$ cat config.mk
export PLATFORM = sky130hd
export DESIGN_NAME = post_state_mac_serial
export DESIGN_NICKNAME = d
export VERILOG_FILES = /design/src/rtl/post_state_mac_serial.sv
export SDC_FILE = /design/constraint.sdc
export NUM_CORES = 2
export LEC_CHECK = 0
export CORE_UTILIZATION = 35
export DETAILED_ROUTE_END_ITERATION = 10
export DONT_BUFFER_PORTS = 1
export HOLD_SLACK_MARGIN = 0.02
export SYNTH_ARGS = -nofsm -noshare
export SYNTH_HDL_FRONTEND = slang
export SYNTH_SLANG_ARGS = --single-unit
$ cat constraint.sdc
create_clock -name clk -period 9.2 [get_ports clk]
set_clock_uncertainty 0.05 [all_clocks]
set_input_delay 1.38 -clock clk [delete_from_list [all_inputs] [get_ports clk]]
set_output_delay 1.38 -clock clk [all_outputs]
set_load 0.01 [all_outputs]
$ cat src/rtl/post_state_mac_serial.sv
// post_state_mac_serial
// Serial Kalman posterior-state update: x_post = x_prior + K * (z_meas - z_hat).
// A single N x N signed multiplier walks K one element per cycle into a wide
// accumulator. Each row of X_POST is written as soon as it is complete.
// Optional build macro POST_STATE_SAT_EN: when defined, the innovation
// reduction and the final output selection saturate instead of wrapping.
// Latency is the same in both builds.
//
// state | meaning
// IDLE  | waiting for start; operands captured on start
// ERR   | compute innovation e[j] = z_meas[j] - z_hat[j], clear accumulator
// MAC   | acc += K(i,j) * e[j], one j per cycle
// WB    | write X_POST[i] = select(acc + x_prior[i] << FRAC), next row or finish

module post_state_mac_serial #(
    parameter int N    = 20,
    parameter int FRAC = 10,
    parameter int NX   = 2,
    parameter int NZ   = 2
) (
    input  logic                clk,
    input  logic                rst_n,
    input  logic                start,
    input  logic                abort,
    input  logic [NX*N-1:0]     x_prior,
    input  logic [NZ*N-1:0]     z_meas,
    input  logic [NZ*N-1:0]     z_hat,
    input  logic [NX*NZ*N-1:0]  k,
    output logic                busy,
    output logic                done,
    output logic [NX*N-1:0]     X_POST
);

    localparam int AW = 2*N + $clog2(NZ) + 1;
    localparam int IW = (NX > 1) ? $clog2(NX) : 1;
    localparam int JW = (NZ > 1) ? $clog2(NZ) : 1;
    localparam logic [IW-1:0] I_LAST = IW'(NX - 1);
    localparam logic [JW-1:0] J_LAST = JW'(NZ - 1);
    localparam logic [N-1:0]  W_MAX  = {1'b0, {(N-1){1'b1}}};
    localparam logic [N-1:0]  W_MIN  = {1'b1, {(N-1){1'b0}}};

    typedef enum logic [1:0] {
        S_IDLE,
        S_ERR,
        S_MAC,
        S_WB
    } state_t;

    state_t              state;
    logic [NX*N-1:0]     x_reg;
    logic [NZ*N-1:0]     zm_reg;
    logic [NZ*N-1:0]     zh_reg;
    logic [NX*NZ*N-1:0]  k_reg;
    logic [NZ*N-1:0]     e_reg;
    logic [NZ*N-1:0]     e_next;
    logic [IW-1:0]       i_idx;
    logic [JW-1:0]       j_idx;
    logic [AW-1:0]       acc;

    logic [N-1:0]        k_sel;
    logic [N-1:0]        e_sel;
    logic [N-1:0]        x_sel;
    logic signed [2*N-1:0] prod;
    logic [N-1:0]        row_val;

    // Innovation reduction from the N+1-bit difference down to N bits.
    function automatic logic [N-1:0] err_reduce(input logic [N-1:0] a, input logic [N-1:0] b);
`ifdef POST_STATE_SAT_EN
        logic [N:0] d;
        d = {a[N-1], a} - {b[N-1], b};
        if (d[N] != d[N-1])
            return d[N] ? W_MIN : W_MAX;
        return d[N-1:0];
`else
        return a - b;
`endif
    endfunction

    assign k_sel = k_reg[(int'(i_idx)*NZ + int'(j_idx))*N +: N];
    assign e_sel = e_reg[int'(j_idx)*N +: N];
    assign x_sel = x_reg[int'(i_idx)*N +: N];
    assign prod  = $signed(k_sel) * $signed(e_sel);

    // Innovation vector from the captured measurements.
    always_comb begin
        e_next = '0;
        for (int jj = 0; jj < NZ; jj++)
            e_next[jj*N +: N] = err_reduce(zm_reg[jj*N +: N], zh_reg[jj*N +: N]);
    end

    // Row result: the prior term has zero fractional bits, so adding it above
    // the FRAC boundary is identical to adding (x << FRAC) to the full sum.
`ifdef POST_STATE_SAT_EN
    logic [AW-FRAC-1:0] hi_sum;
    logic [AW-FRAC-N:0] hi_top;
    always_comb begin
        hi_sum  = acc[AW-1:FRAC] + {{(AW-FRAC-N){x_sel[N-1]}}, x_sel};
        hi_top  = hi_sum[AW-FRAC-1:N-1];
        row_val = hi_sum[N-1:0];
        if (!((&hi_top) || (~|hi_top)))
            row_val = hi_sum[AW-FRAC-1] ? W_MIN : W_MAX;
    end
`else
    // Wrapping selection of result bits [FRAC+N-1:FRAC].
    always_comb begin
        row_val = acc[FRAC+N-1:FRAC] + x_sel;
    end
`endif

    // Sequencer, operand capture, accumulator and registered outputs.
    always_ff @(posedge clk or negedge rst_n) begin
        if (!rst_n) begin
            state  <= S_IDLE;
            x_reg  <= '0;
            zm_reg <= '0;
            zh_reg <= '0;
            k_reg  <= '0;
            e_reg  <= '0;
            i_idx  <= '0;
            j_idx  <= '0;
            acc    <= '0;
            busy   <= 1'b0;
            done   <= 1'b0;
            X_POST <= '0;
        end else begin
            done <= 1'b0;
            if (abort && state != S_IDLE) begin
                state <= S_IDLE;
                busy  <= 1'b0;
                i_idx <= '0;
                j_idx <= '0;
                acc   <= '0;
            end else begin
                case (state)
                    S_IDLE: begin
                        if (start) begin
                            x_reg  <= x_prior;
                            zm_reg <= z_meas;
                            zh_reg <= z_hat;
                            k_reg  <= k;
                            i_idx  <= '0;
                            j_idx  <= '0;
                            busy   <= 1'b1;
                            state  <= S_ERR;
                        end
                    end
                    S_ERR: begin
                        e_reg <= e_next;
                        acc   <= '0;
                        state <= S_MAC;
                    end
                    S_MAC: begin
                        acc <= acc + {{(AW-2*N){prod[2*N-1]}}, prod};
                        if (j_idx == J_LAST)
                            state <= S_WB;
                        else
                            j_idx <= j_idx + 1'b1;
                    end
                    S_WB: begin
                        X_POST[int'(i_idx)*N +: N] <= row_val;
                        acc   <= '0;
                        j_idx <= '0;
                        if (i_idx == I_LAST) begin
                            i_idx <= '0;
                            done  <= 1'b1;
                            busy  <= 1'b0;
                            state <= S_IDLE;
                        end else begin
                            i_idx <= i_idx + 1'b1;
                            state <= S_MAC;
                        end
                    end
                    default: state <= S_IDLE;
                endcase
            end
        end
    end

endmodule

==> results.cfg <==
[critical_path]
path_max_fanout = 11
rrSetupSlack_ps = 210
end_kind = register
crit_buf_inv = 8
reg2reg_to = acc[28]
cp-endpoint = acc[28]
cp_top_family = adder cells
rr_startpoint = j_idx
required_ps = 9600
r2r_cells = 32
critPathKind = reg2reg
crit_top_cell = fa_1
crit_start = j_idx
crit_arrival_ps = 9390
crit_slowest_cell = fa_1
start_kind = register
crit_path_max_incr_delay_ps = 590
worstSetupPathDepth = 32

[drt]
vias = 19920
finalWirelength_um = 75290
avgViaCountPerCell = 4.919
antenna_left = 0
detail_route.first_pass.iterations = 5
post_drt_wl_per_cell_um = 18.59
drc = 0
drtIter0Drc = 1195

[status]
status = finished, final reports clean

[yosys]
ys_ff_latch = 316
synth_ff_type = dfrtp_1
yosysWarningCount = 0
syn_area_per_cell_sq_um = 9.857
ys_async_sr_fraction_pct = 100.0
yosysUniqueCellTypes = 70
synth_edf_count = 0
yosysSeqAreaShare_pct = 28.09
syn_area_sq_um = 28150
synth_nets = 3556
syn_inst = 2856

[flow_run]
max_cap_viol_count = 0

[finish]
final_core_util_pct = 40.83
drive_above_1_share_pct = 19.60
largest_reg_flops = 80
syn2layout_area_growth_pct = 14.95
finish.net_count = 3661

[clocking]
worstSkewPairLatency_ps = 570
cts_buffers = 38
cts_hold_buf = 0
clkTransAtPathRegs_ps = 70
cts_root_buf = clkbuf_16
clk_path_buf_depth = 3
clock_sinks = 316
cts_htree_levels = 2
cts_tree = built

[grt]
overflow = 0
track_usage_pct = 18.46
grt_first_pass_wirelength_um = 117200
grt_start_max_net_pins = 317
grt_pass1_vias = 20660
antenna_found_initial = 19

[floorplanning]
initial_utilization_pct = 35.52
fp.dieW_um = 285.6
io_pins = 246
rows = 103
core_sq_um = 79260
die_y_um = 285.6
dieArea_sq_um = 81570

[timing]
setup_viol = 0
fmax_ghz = 0.1113
hold_violations = 0
tightest_slew_ps = 1140
timing.slew.headroom_pct = 24.02
slew_viol_final = 0
fin_crit_ps = 8988
finalCritPeriodShare_pct = 97.69

[placed_design]
gp_congestion = 0.9807
dp_hpwl_um = 59230
port_buffers = 0

[min_path]
worst_hold_path_type = reg2reg
stage by stage:
| step | cell area, sq um | setup TNS (ps) | std cells | hold slack (ps) | setup slack, ps |
|---|---|---|---|---|---|
| after floorplan | 28210 | 0 | 2856 | 392.9 | 1.277 |
| after detailed placement | 30010 | -251.7 | 3917 | 427.8 | -105.1 |
| after global routing | 32350 | -186.7 | 4045 | 461.3 | -74.49 |
| final | 32360 | 0 | 4049 | 440.4 | 212.1 |
| after global placement | 30010 | 0 | 3917 | 418.6 | 33.56 |
| after CTS | 31380 | 0 | 3995 | 440.1 | 18.51 |
cells in the final DEF (no fill, tap or decap), types with 6 or more instances in the layout:
master / netlist / layout
nor3_1: 26 / 26
inv_1: 463 / 451
fa_1: 314 / 304
buf_12: 1 / 8
clkbuf_1: 89 / 9
o21ai_1: 11 / 18
nand3_1: 15 / 14
nor2_1: 262 / 251
nor2_2: 0 / 9
ha_1: 182 / 161
fa_2: 0 / 10
buf_6: 2 / 11
nand2b_1: 27 / 27
mux2i_2: 5 / 21
nor2b_1: 16 / 13
inv_2: 0 / 12
mux2_4: 1 / 7
o31ai_1: 13 / 13
a21oi_1: 61 / 56
o21bai_1: 8 / 8
mux2_2: 216 / 211
nand2_2: 2 / 8
o21ai_0: 175 / 163
diode_2: 0 / 9
xnor2_1: 70 / 68
a21o_1: 31 / 31
xor2_1: 49 / 48
dfrtp_1: 316 / 314
o21a_1: 30 / 25
mux2i_1: 45 / 25
clkbuf_16: 0 / 39
buf_4: 1 / 143
or3_1: 6 / 6
a21oi_2: 3 / 8
ha_4: 0 / 18
o211ai_1: 6 / 6
and3_1: 10 / 9
clkbuf_8: 0 / 6
mux2i_4: 6 / 10
nand2_1: 305 / 299
synth_stat cells (all sizes together), types with 5 or more instances:
cell type	number	area share (%)
a211oi	6	0.16
a21o	31	0.83
a21oi	64	1.2
a31oi	5	0.11
and2	6	0.13
and3	10	0.22
buf	13	0.36
clkbuf	89	1.2
dfrtp	316	28
fa	314	22
ha	182	8.1
inv	463	6.2
mux2	218	8.7
mux2i	56	2.3
nand2	307	4.1
nand2b	27	0.60
nand3	15	0.27
nor2	262	3.5
nor2b	16	0.36
nor3	26	0.46
o211ai	6	0.16
o21a	30	0.80
o21ai	187	3.3
o21bai	8	0.21
o31ai	13	0.35
o41ai	8	0.37
or3	6	0.13
xnor2	73	2.4
xor2	49	1.5
worst reg2reg max path: cells and delay by family, from the launching register on:
family	cells	cell delay, ps
simple gates	3	480
xor+xnor	1	130
buf+inv	8	810
compound gates	9	2210
fa+ha+maj	9	4190
mux	2	460
flops	1	500
worst min-delay path by stage:
stage	start	endpoint	slack [ps]	cells past startpoint
CTS	e_reg[21]	e_reg[21]	440	2
finish	e_reg[39]	e_reg[39]	440	2
floorplan	e_reg[33]	e_reg[33]	390	2
global route	rst_n	X_POST[0]	460	0
global placement	e_reg[39]	e_reg[39]	420	2
detailed placement	e_reg[21]	e_reg[21]	430	2
timing repair:
item,4_1_cts,5_1_grt
buffers inserted,8,46
endpoints found under the hold margin,0,0
pin swaps,0,84
cloned,1,1
setup endpoints to repair,4,9
resized for setup,5,141
logic make-up after synthesis:
family                     after synthesis  share of synthesized area, %
muxes                                  275                         11.14
buffers and inverters                  565                         7.716
adders and majority gates              496                         30.42
xor gates and xnor gates               122                         3.876
and+or+nand+nor                        691                         10.18
AOI/OAI and AO/OA                      391                         8.587
DFF                                    316                         28.09
routing by layer:
metal | up-vias | global-route usage (%) | part of all wire, %
met4 | 24 | 6.618 | 3.4
li1 | 9351 | - | -
met2 | 620 | 30.11 | 46
met1 | 9760 | 23.93 | 43
met5 | - | 0 | 0.21
met3 | 161 | 4.219 | 7.2
cell type report:
class | count | area (sq um)
fillers | 7708 | 46900
multi-input cells | 1975 | 18660
flip-flops and latches | 316 | 7915
inverters | 463 | 1738
repair buffers | 167 | 1468
well taps | 1050 | 1314
clock buffers | 53 | 1067
clock inverters | 16 | 176.4
diodes | 9 | 22.52
Power is not shown: default switching activity piles up to over one toggle a cycle in this logic, so the estimate is an artifact.
